`src/rtl/aes_pkg.sv`:
```
// rtl/aes_pkg.sv - shared types and constants for the AES round scheduler
package aes_pkg;

  localparam int NR_128 = 10;
  localparam int NR_192 = 12;
  localparam int NR_256 = 14;

  localparam logic OPT_ENC = 1'b0;
  localparam logic OPT_DEC = 1'b1;

  typedef enum logic [2:0] {
    S_IDLE,
    S_PREADD,
    S_ROUND,
    S_FINAL,
    S_HOLD,
    S_ERROR
  } sched_state_t;

endpackage

```
`src/rtl/stall_counter.sv`:
```
// rtl/stall_counter.sv - consecutive-stall counter with terminal flag at TIMEOUT
module stall_counter #(
  parameter int TIMEOUT = 15
) (
  input  logic clk,
  input  logic n_rst,
  input  logic clr,
  input  logic en,
  output logic tc
);

  localparam int CW = $clog2(TIMEOUT + 1);

  logic [CW-1:0] count_q;

  always_ff @(posedge clk) begin
    if (n_rst || clr) begin
      count_q <= '0;
    end else if (en && !tc) begin
      count_q <= count_q + 1'b1;
    end
  end

  assign tc = (count_q == CW'(TIMEOUT));

endmodule

```
`src/rtl/aes_round_scheduler.sv`:
```
// rtl/aes_round_scheduler.sv - FSM sequencing pre-add, NR-1 rounds and final round per block
module aes_round_scheduler
  import aes_pkg::*;
#(
  parameter int NR      = NR_128,
  parameter int TIMEOUT = 15
) (
  input  logic       clk,
  input  logic       n_rst,
  input  logic       blk_valid,
  output logic       blk_ready,
  input  logic       opt_mode,
  input  logic       key_ready,
  output logic [3:0] rk_idx,
  input  logic       rk_valid,
  output logic       data_load,
  output logic       round_en,
  output logic       preadd,
  output logic       skip_mix,
  output logic       inv,
  output logic [3:0] round_num,
  output logic       out_valid,
  input  logic       out_ready,
  output logic       busy,
  output logic       err,
  input  logic       clr_err
);

  localparam logic [3:0] NR4 = 4'(NR);

  sched_state_t state_q, state_d;
  logic [3:0]   round_q, round_d;
  logic         inv_q, inv_d;
  logic         err_q, err_d;
  logic         active;
  logic         stall_tc;

  assign active = (state_q == S_PREADD) || (state_q == S_ROUND) || (state_q == S_FINAL);

  // The counter only runs while a key fetch is outstanding in an active stage.
  stall_counter #(
    .TIMEOUT(TIMEOUT)
  ) u_stall (
    .clk  (clk),
    .n_rst(n_rst),
    .clr  (!active || rk_valid),
    .en   (active && !rk_valid),
    .tc   (stall_tc)
  );

  always_ff @(posedge clk) begin
    if (n_rst) begin
      state_q <= S_IDLE;
      round_q <= '0;
      inv_q   <= 1'b0;
      err_q   <= 1'b0;
    end else begin
      state_q <= state_d;
      round_q <= round_d;
      inv_q   <= inv_d;
      err_q   <= err_d;
    end
  end

  always_comb begin
    state_d   = state_q;
    round_d   = round_q;
    inv_d     = inv_q;
    err_d     = err_q;
    blk_ready = 1'b0;
    data_load = 1'b0;
    round_en  = 1'b0;
    preadd    = 1'b0;
    skip_mix  = 1'b0;
    out_valid = 1'b0;
    rk_idx    = '0;
    round_num = round_q;
    inv       = inv_q;
    err       = err_q;
    busy      = (state_q != S_IDLE);

    case (state_q)
      S_IDLE: begin
        blk_ready = key_ready;
        if (blk_valid && key_ready) begin
          data_load = 1'b1;
          inv_d     = (opt_mode == OPT_DEC);
          round_d   = '0;
          state_d   = S_PREADD;
        end
      end
      S_PREADD: begin
        rk_idx = inv_q ? NR4 : 4'd0;
        if (stall_tc) begin
          err_d   = 1'b1;
          state_d = S_ERROR;
        end else if (rk_valid) begin
          preadd   = 1'b1;
          round_en = 1'b1;
          round_d  = 4'd1;
          state_d  = S_ROUND;
        end
      end
      S_ROUND: begin
        rk_idx = inv_q ? (NR4 - round_q) : round_q;
        if (stall_tc) begin
          err_d   = 1'b1;
          state_d = S_ERROR;
        end else if (rk_valid) begin
          round_en = 1'b1;
          round_d  = round_q + 4'd1;
          if (round_q == NR4 - 4'd1) state_d = S_FINAL;
        end
      end
      S_FINAL: begin
        rk_idx   = inv_q ? 4'd0 : NR4;
        skip_mix = 1'b1;
        if (stall_tc) begin
          err_d   = 1'b1;
          state_d = S_ERROR;
        end else if (rk_valid) begin
          round_en = 1'b1;
          state_d  = S_HOLD;
        end
      end
      S_HOLD: begin
        out_valid = 1'b1;
        round_num = NR4;
        if (out_ready) state_d = S_IDLE;
      end
      S_ERROR: begin
        if (clr_err) begin
          err_d   = 1'b0;
          state_d = S_IDLE;
        end
      end
      default: state_d = S_IDLE;
    endcase

    // Outputs read as all-zero for the whole reset cycle.
    if (n_rst) begin
      blk_ready = 1'b0;
      data_load = 1'b0;
      round_en  = 1'b0;
      preadd    = 1'b0;
      skip_mix  = 1'b0;
      out_valid = 1'b0;
      rk_idx    = '0;
      round_num = '0;
      inv       = 1'b0;
      err       = 1'b0;
      busy      = 1'b0;
    end
  end

endmodule

```
`config.mk`:
```
export PLATFORM = sky130hd
export DESIGN_NAME = aes_round_scheduler
export DESIGN_NICKNAME = d
export VERILOG_FILES = /design/src/rtl/aes_pkg.sv /design/src/rtl/stall_counter.sv /design/src/rtl/aes_round_scheduler.sv
export SDC_FILE = /design/constraint.sdc
export NUM_CORES = 1
export LEC_CHECK = 0
export BUFFER_PORTS_ARGS = -buffer_cell sky130_fd_sc_hd__buf_4
export CELL_PAD_IN_SITES_DETAIL_PLACEMENT = 1
export CELL_PAD_IN_SITES_GLOBAL_PLACEMENT = 2
export CORE_ASPECT_RATIO = 2
export CORE_MARGIN = 2
export CORE_UTILIZATION = 31
export DETAILED_ROUTE_END_ITERATION = 10
export HOLD_SLACK_MARGIN = 0.05
export PLACE_DENSITY_LB_ADDON = 0.1
export RECOVER_POWER = 100
export SLEW_MARGIN = 25
export SYNTH_ARGS = -nofsm -noshare
export SYNTH_HDL_FRONTEND = slang
export SYNTH_SLANG_ARGS = --single-unit
```
`constraint.sdc`:
```
create_clock -name clk -period 2.9 [get_ports clk]
set_input_delay 0.435 -clock clk [delete_from_list [all_inputs] [get_ports clk]]
set_output_delay 0.435 -clock clk [all_outputs]
set_load 0.01 [all_outputs]
```
==> flow_results.org <==
** Run status
- Result of the run :: finished clean

** Routing
- The detailed router placed approximately 1,100 vias in this run.
- Post-DR wirelength/cell :: between 15 and 20 um
- Summed over all layers, the routed wires come to approximately 3400 um.
- Before antenna repair, the detailed router went through 4 iterations.
- DRC Markers :: 0
- Antenna Violating Nets Remaining :: 0
- Detailed-route vias per instance :: 5.933
- For this block, the initial DRC count from the detailed router was 21.

** Clock network
- Buffers added to address setup during post-CTS repair amount to 0.
- Quantity of hold-fixing buffers added after cts :: 0
- Clock-pin transition on the worst setup and hold timing paths :: about 0.07 ns
- H-tree depth reported by CTS :: 1
- In this run, CTS created clock tree buffers numbering 3.
- Clock Sinks :: 13
- CTS tree :: done
- After clock tree synthesis, the repair step resized 0 gates.
- For the worst-skew pair, the clock arrives at the later sink with an insertion delay of approximately 0.25 ns.
- Root buffer cell :: clkbuf_8
- Clock Path Buffers :: 2

** Pwr
- Of the total power, combinational logic draws ~44%.
- Clock Power Share :: between 20 and 25%
- Cell internal power was estimated by the tool at 438.0 uW.
- Switching power of the nets :: approximately 360 uW
- In this run the power density over the cells is 698.9 mW/mm^2.
- Net switching is between 40% and 50% of the power.
- The worst-case IR drop observed on VDD is 0.0003722 V.
- Fraction of power consumed by sequential logic :: approximately a third
- Leakage power :: ~0.44 nW

** Logic synthesis
- Ranking of synthesized cells by instance count :: dfxtp_1 (13), nor2_1 (13), a21oi_1 (10), nand2_1 (10), nand3_1 (6)
- Summing every instance area after synthesis gives roughly 0.0010 mm^2.
- Count of yosys warnings during synthesis :: 0
- Async set-reset flop share out of synthesis :: 0%
- Top-area cell type share of the netlist area :: between 20% and 30%
- Largest area contributor in the synthesized netlist :: dfxtp_1
- Synthesis produced 130 cells.
- Net count of the mapped netlist :: around 140
- A synthesized cell averages about 7.7 um^2.
- The most used flip-flop cell after synthesis is dfxtp_1.
- Number of enable flip-flop cells after synthesis :: 0
- The number of different library cells used by synthesis comes to 46.
- Cell types occupying the most area after synthesis :: dfxtp_1 (26%), a21oi_1 (5.0%), nor2_1 (4.9%)
- FF+latch count, synth :: 13
- Sequential elements use about a quarter of the synthesized area.

** Setup path
- Startpoint kind of the worst setup timing path :: flip-flop
- Top cell family by delay on the critical path :: compound AO/OA/AOI/OAI gates
- The slowest stage of the critical path belongs to the cell a2111oi_0.
- Worst setup path end :: state_q[1]
- The worst setup path is captured at a flip-flop.
- Crit path required time :: between 2 and 3 ns
- The critical path starts at state_q[2].
- Of all nets on the critical path, the largest fanout is 19.
- Worst path arrival time :: 2.48 ns
- Critical Setup Path Class :: reg2reg
- The worst register-to-register path ends at state_q[1].
- Count of buffer and inverter cells on the critical path :: 0
- On the worst path, the slowest cell contributes a delay of 0.89 ns.
- Worst-case reg-to-reg path depth :: 4
- Walking the worst path, the cells encountered are or3b_1 > a311oi_2 > a2111oi_0 > o21ai_0.
- Number of logic stages on the critical path including buffering :: 4
- Startpoint of the lowest-slack register-to-register path :: state_q[2]
- Setup slack, reg-to-reg :: between 0.4 and 0.5 ns

** Layout
- The count of cells in the finished layout, fillers not included, comes to 180.
- The number of antenna diodes in the final layout is 0.
- Layout overhead on the synthesized area :: 14.50%
- Final Net Count :: roughly 160
- In the final layout, the share of cells above drive strength 1 is between 10% and 20%.

** STA
- For the pin with the worst max-slew slack, the measured transition is ~1 ns.
- The max-slew violation count is 0.
- Number of hold violations in the final report :: 0
- Summed over all failing endpoints, the final setup total negative slack is 0 ns.
- Post-layout minimum cycle time :: 2.402 ns
- Headroom to the max-slew limit :: 32.28%
- Setup repair after global routing left no endpoint under its margin.
- Setup violations remaining at the end of the flow were counted as 0.
- Fin Clk Skew :: between 0.006 and 0.007 ns
- Dividing the final minimum period by the clock period gives between 80% and 90%.
- Maximum achievable frequency :: roughly 420 MHz
- Once routing completed, OpenROAD measured the worst setup slack at ~0.5 ns.

** Job
- Max-capacitance violation count :: 0

** GRT
- Largest net degree at the start of global routing :: 20
- Vias in the first global route :: 1,150
- The total overflow left after global routing is 0.
- Global routing consumed, over all layers together, between 20% and 30% of the routing resources.
- The initial antenna violation count came to 0.
- The first global-routing pass estimated 5644 um of wire.

** Placed design
- DP Worst Slack :: between 0.8 and 0.9 ns
- Post-Place Cells :: between 150 and 200
- After legalization and detailed placement, the total HPWL measured ~2700 um.
- Port Buf Inserts :: 24
- At the end of routability-driven placement, the weighted congestion stood at 0.7293.

** Floorplan
- The floorplan step defined a die boundary enclosing roughly 0.0037 mm^2.
- The core region is around 0.0031 mm^2.
- In this run the vertical extent of the chip is around 84 um.
- Once the floorplan was initialized, standard cells occupied around 32% of the core.
- Boundary pin count :: 25
- Rows :: 29
- Measured along the x axis, the die boundary spans around 44 um.

** Worst hold path
- Number of stages on the worst hold path :: 2
- Class of the tightest hold or removal check :: in2reg
area by class of cell:
cell class | instances | area [um^2]
repair buffers | 24 | 123.9
inverters | 5 | 18.77
clock buffers | 4 | 45.04
flip-flops and latches | 13 | 260.3
fillers | 412 | 1974
multi-input cells | 103 | 659.4
well taps | 31 | 38.79
layer usage:
metal	wire, um	global-route usage (%)	vias to the layer above
met1	1309	21.24	530
met5	0	0	-
met4	70	7.989	0
li1	-	-	519
met3	44	2.366	6
met2	1980	37.43	13
flip-flops by register name (all words and copies together), names as in the netlist:
register,flops
err_q,1
inv_q,1
round_q,4
state_q,3
u_stall.count_q,4
power groups by stage:
| stage | Sequential, mW | Combinational [mW] | Clock (mW) |
|---|---|---|---|
| floorplan | 0.221 | 0.338 | 0 |
| global placement | 0.280 | 0.386 | 0 |
| detailed placement | 0.283 | 0.389 | 0 |
| CTS | 0.279 | 0.393 | 0.174 |
| global route | 0.285 | 0.391 | 0.183 |
| finish | 0.276 | 0.351 | 0.174 |
metrics by stage:
stage	total power [mW]	hold WS, ns	util (%)	area (um^2)
2_1_floorplan	0.5587	0.4571	-	1001
3_3_place_gp	0.6660	0.4967	37.53	1171
3_5_place_dp	0.6723	0.4904	37.53	1171
4_1_cts	0.8463	0.4124	38.97	1216
5_1_grt	0.8600	0.4203	36.73	1146
6_report	0.8010	0.4188	36.73	1146
worst register-to-register path, delay by kind of cell, from the launching register on:
kind | cells | cell delay [ns]
compound gates | 3 | 1.20
simple gates | 1 | 0.33
flops | 1 | 0.71
placed cells by master (no fill, tap or decap), types with 2 or more instances in the layout:
master	synthesis	final
inv_1	5	5
dfxtp_1	13	13
nor2_1	13	13
a21oi_1	10	10
clkbuf_1	4	16
o22ai_1	2	2
nor3_1	4	5
nor2b_1	4	4
buf_4	1	9
a211oi_1	2	2
a22oi_1	3	3
ha_1	3	3
mux2i_1	2	2
xnor2_1	3	3
nand2_1	10	10
nand3_1	6	6
o21ai_0	4	4
clkbuf_8	0	3
and3_1	5	5
a311oi_1	2	2
a31oi_1	2	2
nor3b_1	4	4
worst min path at each step:
stage / from / endpoint / slack [ns]
floorplan: u_stall.count_q[2] / u_stall.count_q[2] / 0.46
global placement: u_stall.count_q[2] / u_stall.count_q[2] / 0.50
detailed placement: u_stall.count_q[2] / u_stall.count_q[2] / 0.49
CTS: clr_err / err_q / 0.41
global route: clr_err / err_q / 0.42
finish: clr_err / err_q / 0.42
cells by family after synthesis:
family | share of synthesized area, %
simple gates | 30.75
compound gates | 25.12
buf+inv | 6.750
flops | 26.00
xor+xnor | 3.501
fa+ha+maj | 4.750
mux | 3.125
No activity file was read; power rests on OpenSTA's default activity.
